===== src/rtl/rv_mc_pkg.sv =====
// Shared types and encodings for the rv_mc_core multi-cycle RV32I core.
package rv_mc_pkg;

  typedef enum logic [2:0] {
    FETCH, FWAIT, DECODE, EXEC, MEM, MWAIT, WB, TRAP
  } state_e;

  typedef enum logic [1:0] {
    TRAP_NONE     = 2'd0,
    TRAP_ILLEGAL  = 2'd1,
    TRAP_MISALIGN = 2'd2,
    TRAP_ENV      = 2'd3
  } trap_e;

  localparam logic [6:0] OPC_OP     = 7'b0110011;
  localparam logic [6:0] OPC_OP_IMM = 7'b0010011;
  localparam logic [6:0] OPC_LUI    = 7'b0110111;
  localparam logic [6:0] OPC_AUIPC  = 7'b0010111;
  localparam logic [6:0] OPC_JAL    = 7'b1101111;
  localparam logic [6:0] OPC_JALR   = 7'b1100111;
  localparam logic [6:0] OPC_BRANCH = 7'b1100011;
  localparam logic [6:0] OPC_LOAD   = 7'b0000011;
  localparam logic [6:0] OPC_STORE  = 7'b0100011;
  localparam logic [6:0] OPC_SYSTEM = 7'b1110011;

  localparam logic [2:0] F3_LB  = 3'd0;
  localparam logic [2:0] F3_LH  = 3'd1;
  localparam logic [2:0] F3_LW  = 3'd2;
  localparam logic [2:0] F3_LBU = 3'd4;
  localparam logic [2:0] F3_LHU = 3'd5;

  localparam logic [2:0] F3_SB = 3'd0;
  localparam logic [2:0] F3_SH = 3'd1;
  localparam logic [2:0] F3_SW = 3'd2;

  localparam logic [2:0] F3_BEQ  = 3'd0;
  localparam logic [2:0] F3_BNE  = 3'd1;
  localparam logic [2:0] F3_BLT  = 3'd4;
  localparam logic [2:0] F3_BGE  = 3'd5;
  localparam logic [2:0] F3_BLTU = 3'd6;
  localparam logic [2:0] F3_BGEU = 3'd7;

  // Immediate extender: format is chosen by opcode, result is sign-extended.
  function automatic logic signed [31:0] imm_ext(input logic [31:0] ir);
    logic signed [31:0] v;
    case (ir[6:0])
      OPC_STORE:          v = {{20{ir[31]}}, ir[31:25], ir[11:7]};
      OPC_BRANCH:         v = {{19{ir[31]}}, ir[31], ir[7], ir[30:25], ir[11:8], 1'b0};
      OPC_LUI, OPC_AUIPC: v = {ir[31:12], 12'b0};
      OPC_JAL:            v = {{11{ir[31]}}, ir[31], ir[19:12], ir[20], ir[30:21], 1'b0};
      default:            v = {{20{ir[31]}}, ir[31:20]};
    endcase
    return v;
  endfunction

endpackage


===== src/rtl/rv_mc_lsu_align.sv =====
// Load/store lane steering: byte strobes, lane replication, load extraction
// with sign/zero extension, and natural-alignment checking.
module rv_mc_lsu_align #(
  parameter int XLEN = 32
) (
  input  logic [1:0]      lane,
  input  logic [2:0]      funct3,
  input  logic            is_store,
  input  logic [XLEN-1:0] store_data,
  input  logic [XLEN-1:0] load_word,
  output logic [3:0]      strobe,
  output logic [XLEN-1:0] wdata,
  output logic [XLEN-1:0] load_data,
  output logic            misaligned
);
  import rv_mc_pkg::*;

  logic [XLEN-1:0] shifted;
  logic            sext;

  always_comb begin
    shifted    = load_word >> {lane, 3'b000};
    sext       = ~funct3[2];
    misaligned = 1'b0;
    strobe     = 4'b1111;
    wdata      = store_data;
    load_data  = load_word;
    case (funct3[1:0])
      2'b00: begin
        strobe    = 4'b0001 << lane;
        wdata     = {4{store_data[7:0]}};
        load_data = {{(XLEN-8){shifted[7] & sext}}, shifted[7:0]};
      end
      2'b01: begin
        misaligned = lane[0];
        strobe     = 4'b0011 << lane;
        wdata      = {2{store_data[15:0]}};
        load_data  = {{(XLEN-16){shifted[15] & sext}}, shifted[15:0]};
      end
      default: begin
        misaligned = (lane != 2'b00);
      end
    endcase
    if (!is_store) strobe = 4'b0000;
  end

endmodule


===== src/rtl/rv_mc_core.sv =====
// Multi-cycle RV32I core with a single valid/ready memory port.
// Optional performance counters are enabled with macro RV_MC_PERF_CNT_EN.
module rv_mc_core #(
  parameter int              XLEN         = 32,
  parameter logic [XLEN-1:0] RESET_VECTOR = 32'h0000_0000,
  parameter int              NREGS        = 32
) (
  input  logic            clk,
  input  logic            srst,
  output logic            mem_req,
  input  logic            mem_ready,
  output logic [3:0]      mem_we,
  output logic [XLEN-1:0] mem_addr,
  output logic [XLEN-1:0] mem_wdata,
  input  logic            mem_rvalid,
  input  logic [XLEN-1:0] mem_rdata,
  output logic [XLEN-1:0] pc,
  output logic            retire,
  output logic            halted,
  output logic [1:0]      trap_cause,
  output logic [63:0]     cycle_cnt,
  output logic [63:0]     instret_cnt
);
  import rv_mc_pkg::*;

  localparam int              RIDX_W  = (NREGS > 1) ? $clog2(NREGS) : 1;
  localparam logic [5:0]      NREGS_L = 6'(NREGS);
  localparam logic [XLEN-1:0] FOUR    = XLEN'(4);

  state_e          state;
  trap_e           trap_q;
  logic [XLEN-1:0] pc_q;
  logic [31:0]     ir;
  logic [XLEN-1:0] rs1_q, rs2_q, imm_q, pc4_q, pcimm_q, res_q;
  logic [XLEN-1:0] regs [NREGS];

  logic [6:0] opcode, funct7;
  logic [4:0] rd, rs1, rs2;
  logic [2:0] f3;

  assign opcode = ir[6:0];
  assign rd     = ir[11:7];
  assign f3     = ir[14:12];
  assign rs1    = ir[19:15];
  assign rs2    = ir[24:20];
  assign funct7 = ir[31:25];

  function automatic logic [XLEN-1:0] rf_read(input logic [4:0] idx);
    if (idx == 5'd0 || {1'b0, idx} >= NREGS_L) return '0;
    return regs[idx[RIDX_W-1:0]];
  endfunction

  function automatic logic [XLEN-1:0] alu(input logic [XLEN-1:0] a, input logic [XLEN-1:0] b,
                                          input logic [2:0] op, input logic alt);
    logic signed [XLEN-1:0] sa, sb;
    logic [4:0]             sh;
    sa = $signed(a);
    sb = $signed(b);
    sh = b[4:0];
    case (op)
      3'd0:    return alt ? a - b : a + b;
      3'd1:    return a << sh;
      3'd2:    return XLEN'(sa < sb);
      3'd3:    return XLEN'(a < b);
      3'd4:    return a ^ b;
      3'd5:    return alt ? XLEN'(sa >>> sh) : a >> sh;
      3'd6:    return a | b;
      default: return a & b;
    endcase
  endfunction

  // Decode-time legality and trap classification
  logic legal, writes_rd, rd_bad;
  always_comb begin
    legal     = 1'b0;
    writes_rd = 1'b0;
    case (opcode)
      OPC_OP: begin
        legal     = (funct7 == 7'h00) || (funct7 == 7'h20 && (f3 == 3'd0 || f3 == 3'd5));
        writes_rd = 1'b1;
      end
      OPC_OP_IMM: begin
        legal     = (f3 == 3'd1) ? (funct7 == 7'h00) :
                    (f3 == 3'd5) ? (funct7 == 7'h00 || funct7 == 7'h20) : 1'b1;
        writes_rd = 1'b1;
      end
      OPC_LUI, OPC_AUIPC, OPC_JAL: begin
        legal     = 1'b1;
        writes_rd = 1'b1;
      end
      OPC_JALR: begin
        legal     = (f3 == 3'd0);
        writes_rd = 1'b1;
      end
      OPC_BRANCH: legal = (f3 != 3'd2) && (f3 != 3'd3);
      OPC_LOAD: begin
        legal     = (f3 == F3_LB) || (f3 == F3_LH) || (f3 == F3_LW) ||
                    (f3 == F3_LBU) || (f3 == F3_LHU);
        writes_rd = 1'b1;
      end
      OPC_STORE:  legal = (f3 == F3_SB) || (f3 == F3_SH) || (f3 == F3_SW);
      OPC_SYSTEM: legal = (ir[31:21] == 11'd0) && (ir[19:7] == 13'd0);
      default:    legal = 1'b0;
    endcase
    rd_bad = writes_rd && ({1'b0, rd} >= NREGS_L);
  end

  // Execute-stage arithmetic on latched operands
  logic [XLEN-1:0] agu, jump_tgt, exec_res;
  logic            br_taken;
  assign agu      = rs1_q + imm_q;
  assign jump_tgt = (opcode == OPC_JALR) ? {agu[XLEN-1:1], 1'b0} : pcimm_q;

  always_comb begin
    case (f3)
      F3_BEQ:  br_taken = (rs1_q == rs2_q);
      F3_BNE:  br_taken = (rs1_q != rs2_q);
      F3_BLT:  br_taken = ($signed(rs1_q) < $signed(rs2_q));
      F3_BGE:  br_taken = ($signed(rs1_q) >= $signed(rs2_q));
      F3_BLTU: br_taken = (rs1_q < rs2_q);
      F3_BGEU: br_taken = (rs1_q >= rs2_q);
      default: br_taken = 1'b0;
    endcase
    case (opcode)
      OPC_LUI:   exec_res = imm_q;
      OPC_AUIPC: exec_res = pcimm_q;
      OPC_OP:    exec_res = alu(rs1_q, rs2_q, f3, ir[30]);
      default:   exec_res = alu(rs1_q, imm_q, f3, (f3 == 3'd5) && ir[30]);
    endcase
  end

  logic [3:0]      lsu_strobe;
  logic [XLEN-1:0] lsu_wdata, lsu_load;
  logic            lsu_misaligned;

  rv_mc_lsu_align #(.XLEN(XLEN)) u_lsu (
    .lane       (agu[1:0]),
    .funct3     (f3),
    .is_store   (opcode == OPC_STORE),
    .store_data (rs2_q),
    .load_word  (mem_rdata),
    .strobe     (lsu_strobe),
    .wdata      (lsu_wdata),
    .load_data  (lsu_load),
    .misaligned (lsu_misaligned)
  );

  // Commit: the single point where pc advances, rd is written and retire fires
  logic            commit, rf_we;
  logic [XLEN-1:0] next_pc, rf_wd;
  always_comb begin
    commit  = 1'b0;
    rf_we   = 1'b0;
    next_pc = pc4_q;
    rf_wd   = res_q;
    case (state)
      EXEC: begin
        if (opcode == OPC_BRANCH) begin
          commit  = 1'b1;
          next_pc = br_taken ? pcimm_q : pc4_q;
        end else if ((opcode == OPC_JAL || opcode == OPC_JALR) && jump_tgt[1:0] == 2'b00) begin
          commit  = 1'b1;
          next_pc = jump_tgt;
          rf_we   = 1'b1;
          rf_wd   = pc4_q;
        end
      end
      MEM:   commit = (opcode == OPC_STORE) && mem_req && mem_ready;
      MWAIT: begin
        commit = mem_rvalid;
        rf_we  = mem_rvalid;
        rf_wd  = lsu_load;
      end
      WB: begin
        commit = 1'b1;
        rf_we  = 1'b1;
      end
      default: ;
    endcase
  end

  always_ff @(posedge clk) begin
    if (state == FWAIT && mem_rvalid) ir <= mem_rdata[31:0];
    if (state == DECODE) begin
      rs1_q   <= rf_read(rs1);
      rs2_q   <= rf_read(rs2);
      imm_q   <= XLEN'(imm_ext(ir));
      pc4_q   <= pc_q + FOUR;
      pcimm_q <= pc_q + XLEN'(imm_ext(ir));
    end
    if (state == EXEC) res_q <= exec_res;
  end

  always_ff @(posedge clk) begin
    if (srst) begin
      for (int i = 0; i < NREGS; i++) regs[i] <= '0;
    end else if (rf_we && rd != 5'd0) begin
      regs[rd[RIDX_W-1:0]] <= rf_wd;
    end
  end

  always_ff @(posedge clk) begin
    if (srst) begin
      state     <= FETCH;
      pc_q      <= RESET_VECTOR;
      mem_req   <= 1'b0;
      mem_we    <= 4'b0000;
      mem_addr  <= RESET_VECTOR;
      mem_wdata <= '0;
      retire    <= 1'b0;
      halted    <= 1'b0;
      trap_q    <= TRAP_NONE;
    end else begin
      retire <= 1'b0;
      case (state)
        FETCH: begin
          if (!mem_req) begin
            mem_req  <= 1'b1;
            mem_addr <= pc_q;
            mem_we   <= 4'b0000;
          end else if (mem_ready) begin
            mem_req <= 1'b0;
            state   <= FWAIT;
          end
        end
        FWAIT: if (mem_rvalid) state <= DECODE;
        DECODE: begin
          if (!legal || rd_bad) begin
            state  <= TRAP;
            halted <= 1'b1;
            trap_q <= TRAP_ILLEGAL;
          end else if (opcode == OPC_SYSTEM) begin
            state  <= TRAP;
            halted <= 1'b1;
            trap_q <= TRAP_ENV;
          end else begin
            state <= EXEC;
          end
        end
        EXEC: begin
          case (opcode)
            OPC_BRANCH: ;
            OPC_JAL, OPC_JALR: begin
              if (jump_tgt[1:0] != 2'b00) begin
                state  <= TRAP;
                halted <= 1'b1;
                trap_q <= TRAP_MISALIGN;
              end
            end
            OPC_LOAD, OPC_STORE: begin
              if (lsu_misaligned) begin
                state  <= TRAP;
                halted <= 1'b1;
                trap_q <= TRAP_MISALIGN;
              end else begin
                state     <= MEM;
                mem_req   <= 1'b1;
                mem_addr  <= agu;
                mem_we    <= lsu_strobe;
                mem_wdata <= lsu_wdata;
              end
            end
            default: state <= WB;
          endcase
        end
        MEM: begin
          if (mem_req && mem_ready) begin
            mem_req <= 1'b0;
            mem_we  <= 4'b0000;
            state   <= MWAIT;
          end
        end
        MWAIT, WB: ;
        TRAP: mem_req <= 1'b0;
        default: state <= FETCH;
      endcase
      // A commit launches the next fetch straight away, overriding the above
      if (commit) begin
        pc_q     <= next_pc;
        retire   <= 1'b1;
        state    <= FETCH;
        mem_req  <= 1'b1;
        mem_addr <= next_pc;
        mem_we   <= 4'b0000;
      end
    end
  end

  assign pc         = pc_q;
  assign trap_cause = trap_q;

`ifdef RV_MC_PERF_CNT_EN
  logic [63:0] cyc_q, ins_q;
  always_ff @(posedge clk) begin
    if (srst) begin
      cyc_q <= '0;
      ins_q <= '0;
    end else begin
      if (!halted) cyc_q <= cyc_q + 64'd1;
      if (retire)  ins_q <= ins_q + 64'd1;
    end
  end
  assign cycle_cnt   = cyc_q;
  assign instret_cnt = ins_q;
`else
  assign cycle_cnt   = '0;
  assign instret_cnt = '0;
`endif

endmodule

===== config.mk =====
export PLATFORM = sky130hd
export DESIGN_NAME = rv_mc_core
export DESIGN_NICKNAME = d
export VERILOG_FILES = /design/src/rtl/rv_mc_pkg.sv /design/src/rtl/rv_mc_lsu_align.sv /design/src/rtl/rv_mc_core.sv
export SDC_FILE = /design/constraint.sdc
export NUM_CORES = 2
export LEC_CHECK = 0
export CORE_ASPECT_RATIO = 1.5
export CORE_MARGIN = 10
export CORE_UTILIZATION = 61
export CTS_CLUSTER_DIAMETER = 40
export DETAILED_ROUTE_END_ITERATION = 6
export HOLD_SLACK_MARGIN = 0.08
export MAX_ROUTING_LAYER = met4
export PLACE_DENSITY = 0.78
export SETUP_SLACK_MARGIN = 0.02
export SLEW_MARGIN = 15
export SYNTH_ARGS = -nofsm -noshare
export SYNTH_HDL_FRONTEND = slang
export SYNTH_HIERARCHICAL = 1
export SYNTH_SLANG_ARGS = --single-unit
export TNS_END_PERCENT = 100

===== constraint.sdc =====
create_clock -name clk -period 18.3 [get_ports clk]
set_input_delay 5.49 -clock clk [delete_from_list [all_inputs] [get_ports clk]]
set_output_delay 5.49 -clock clk [all_outputs]
set_load 0.1 [all_outputs]

==> impl_metrics.json <==
{
  "outcome": "finished clean",
  "wire_per_inst_um": 38.5,
  "finalMaxSlewViolations": 0,
  "cts_tree": "yes",
  "firstDrtPassIters": 7,
  "min_period_ns": 9.29,
  "ys.flop_type": "edfxtp_1",
  "period_share_pct": 50.7,
  "crit_path_top_delay_cell": "nand2_2",
  "skew_ns": 0.0573,
  "gp_congestion": 1.11,
  "p_leak_nw": 34.0,
  "path_class": "primary input to register",
  "port_buffers": 140,
  "grt_usage_pct": 46.6,
  "tightest_slew_ns": 1.25,
  "synthArstFlopShare_pct": 0,
  "clockBufferDepth": 3,
  "critical_path_buf_inv_count": 1,
  "path_max_fanout": 33,
  "cap_violations": 0,
  "crit_path_end_kind": "register",
  "hold_viol_final": 0,
  "worst_path_most_repeated_cell": "nand2_2",
  "cts_buffers": 141,
  "crit_family": "simple AND/OR/NAND/NOR gates",
  "drtIter0Drc": 13000,
  "setup_viol": 0,
  "timing.fmax_mhz": 108,
  "slew_headroom_pct": 16.7,
  "cp_slowest_stage_delay_ns": 0.97,
  "peakVddDrop_mv": 0.125,
  "htree_levels": 4,
  "syn_to_final_growth_pct": 8.50,
  "p_per_area_mw_per_mm2": 121,
  "grt_pass1_wl_um": 503000,
  "synth_edf_count": 1248,
  "antenna_found_initial": 35,
  "syn_avg_cell_area_um2": 11.5,
  "dr_total_vias": 69700,
  "crit_chain": "clkdlybuf4s50_1 > nand3_1 > o21ai_0 > a21oi_1 > nor2_1 > nor4b_4 > nand2_2 > nand2_2",
  "grt_max_degree": 161,
  "die_area_mm2": 0.157,
  "post-route-drc-count": 0,
  "pre_cts_ws_ns": 8.29,
  "io_pins": 269,
  "antenna_left": 0,
  "cts.sinks": 1366,
  "clockRootBuffer": "clkbuf_16",
  "post_cts_buffers": 0,
  "cp-start-kind": "primary input",
  "utilization_pct": 66.7,
  "cp.arrival_ns": 9.74,
  "start_util_pct": 61.5,
  "clkTransAtPathRegs_ns": 0.06,
  "synth_top_area_share_pct": 43.6,
  "synth.area.top_cells": "edfxtp_1, mux4_2, nor2_1",
  "cts_resized": 0,
  "regToRegSetupSlack_ns": 11.48,
  "setup-tns-final_ns": 0,
  "synth_area_mm2": 0.0859,
  "setup_slack_ns": 9.01,
  "ys_ff_latch": 1366,
  "yosysSeqAreaShare_pct": 46.4,
  "rows": 168,
  "yosysWarnings": 6,
  "fp.dieW_um": 326,
  "crit_required_ns": 18.75,
  "rsz0062_at_grt": "no",
  "wirelength_um": 358000,
  "synthCells": 7463,
  "clock_latency_ns": 0.85,
  "drive_gt1_share_pct": 18.3,
  "grt_pass1_vias": 66100,
  "min_path_type": "register to register",
  "coreArea_mm2": 0.140,
  "dpl.hpwl_um": 248000,
  "layout.nets": 7537,
  "grt_remaining_overflow": 0,
  "viasPerCell": 7.50,
  "cts_hold_buf": 0,
  "synth_cell_type_count": 105,
  "yosys.area.top_type": "edfxtp_1",
  "die_h_um": 480
}
## routing by layer
metal  vias up  track usage [%]  share of wire, %
li1      27400                -                 -
met1     34100             52.2                30
met2      6709             68.1                45
met3      1520             14.1                14
met4         0             39.3                11
met5         -                -                 0
## worst min-delay path, cell delays in order, from the launching register on
cell     delay [ns]
dfxtp_1        0.31
inv_1          0.05
a21oi_1        0.05
## kinds of logic after synthesis
group,count (synthesis),synth area share (%)
AOI/OAI and AO/OA,1492,11.0
muxes,979,22.1
adders and majority gates,230,3.39
buffers and inverters,999,5.09
other,1,0.00436
DFF,1366,46.4
xor gates and xnor gates,113,1.15
and+or+nand+nor,2283,10.9
## flip-flops by register name (all words and copies together) (netlist names), 2 cells and up, named ones only
signal      cells
regs         1024
imm_q          32
ir             32
mem_addr       32
mem_wdata      32
pc4_q          32
pc             32
pcimm_q        32
res_q          32
rs1_q          32
rs2_q          32
mem_we          4
state           3
trap_cause      2
## placed cells by master (no fill, tap or decap), types with 139 or more instances in the layout
cell             instances
nor2_1                1482
edfxtp_1              1248
mux4_2                 728
a21oi_1                442
nand2_1                407
o21ai_0                344
ha_1                   225
mux2i_1                198
buf_4                  180
inv_1                  167
conb_1                 160
clkbuf_16              142
clkdlybuf4s50_1        139
## final cells by class
type	instances	area, µm²
multi-input cells	5257	42700
clock inverters	90	1020
flip-flops and latches	1366	39900
repair buffers	325	2850
diodes	38	95.1
fillers	10100	46600
well taps	1870	2340
clock buffers	170	3680
inverters	180	679
## where the power goes
part	switching, mW	internal (mW)
Sequential	0.257	3.64
Clock	1.34	1.61
Combinational	2.93	1.50
Total	4.53	6.76
## Yosys cell counts (22+ instances only)
| cell type | number |
|---|---|
| nor2_1 | 1487 |
| edfxtp_1 | 1248 |
| mux4_2 | 728 |
| clkbuf_1 | 534 |
| a21oi_1 | 475 |
| nand2_1 | 470 |
| o21ai_0 | 345 |
| ha_1 | 225 |
| mux2i_1 | 198 |
| inv_1 | 170 |
| buf_4 | 140 |
| dfxtp_1 | 118 |
| buf_1 | 111 |
| a21o_1 | 84 |
| o211ai_1 | 82 |
| xnor2_1 | 80 |
| a211oi_1 | 66 |
| nor3_1 | 63 |
| nand3_1 | 55 |
| mux2_2 | 50 |
| a22o_1 | 49 |
| o221ai_1 | 45 |
| nand2b_1 | 38 |
| a31oi_1 | 36 |
| xor2_1 | 33 |
| nor2b_1 | 30 |
| o22ai_1 | 29 |
| a221oi_1 | 28 |
| o21bai_1 | 27 |
| a22oi_1 | 26 |
| buf_2 | 26 |
| or3_1 | 26 |
| and3_1 | 23 |
| a211o_1 | 22 |
| o31ai_1 | 22 |
## path summary, 6_finish.rpt
| kind | depth (start not counted) | startpoint | to |
|---|---|---|---|
| worst min-delay path | 2 | halted$_SDFFE_PP0P_ | halted$_SDFFE_PP0P_ |
| worst min register to register | 2 | halted$_SDFFE_PP0P_ | halted$_SDFFE_PP0P_ |
| worst max-delay path | 8 | mem_rvalid | regs[4][12]$_SDFFCE_PN0P_ |
| worst max register to register | 14 | imm_q[0]$_DFFE_PP_ | regs[4][12]$_SDFFCE_PN0P_ |
## stage by stage
step	hold WS (ns)	total power, mW	instances	cell area [µm²]
global route	0.470	11.5	9290	93200
floorplan	0.483	6.61	7622	86500
CTS	0.447	11.0	9254	93100
global placement	0.436	8.07	8994	88400
detailed placement	0.437	8.11	8994	88400
finish	0.448	11.3	9296	93200
Power figures use the tool's default switching activity.
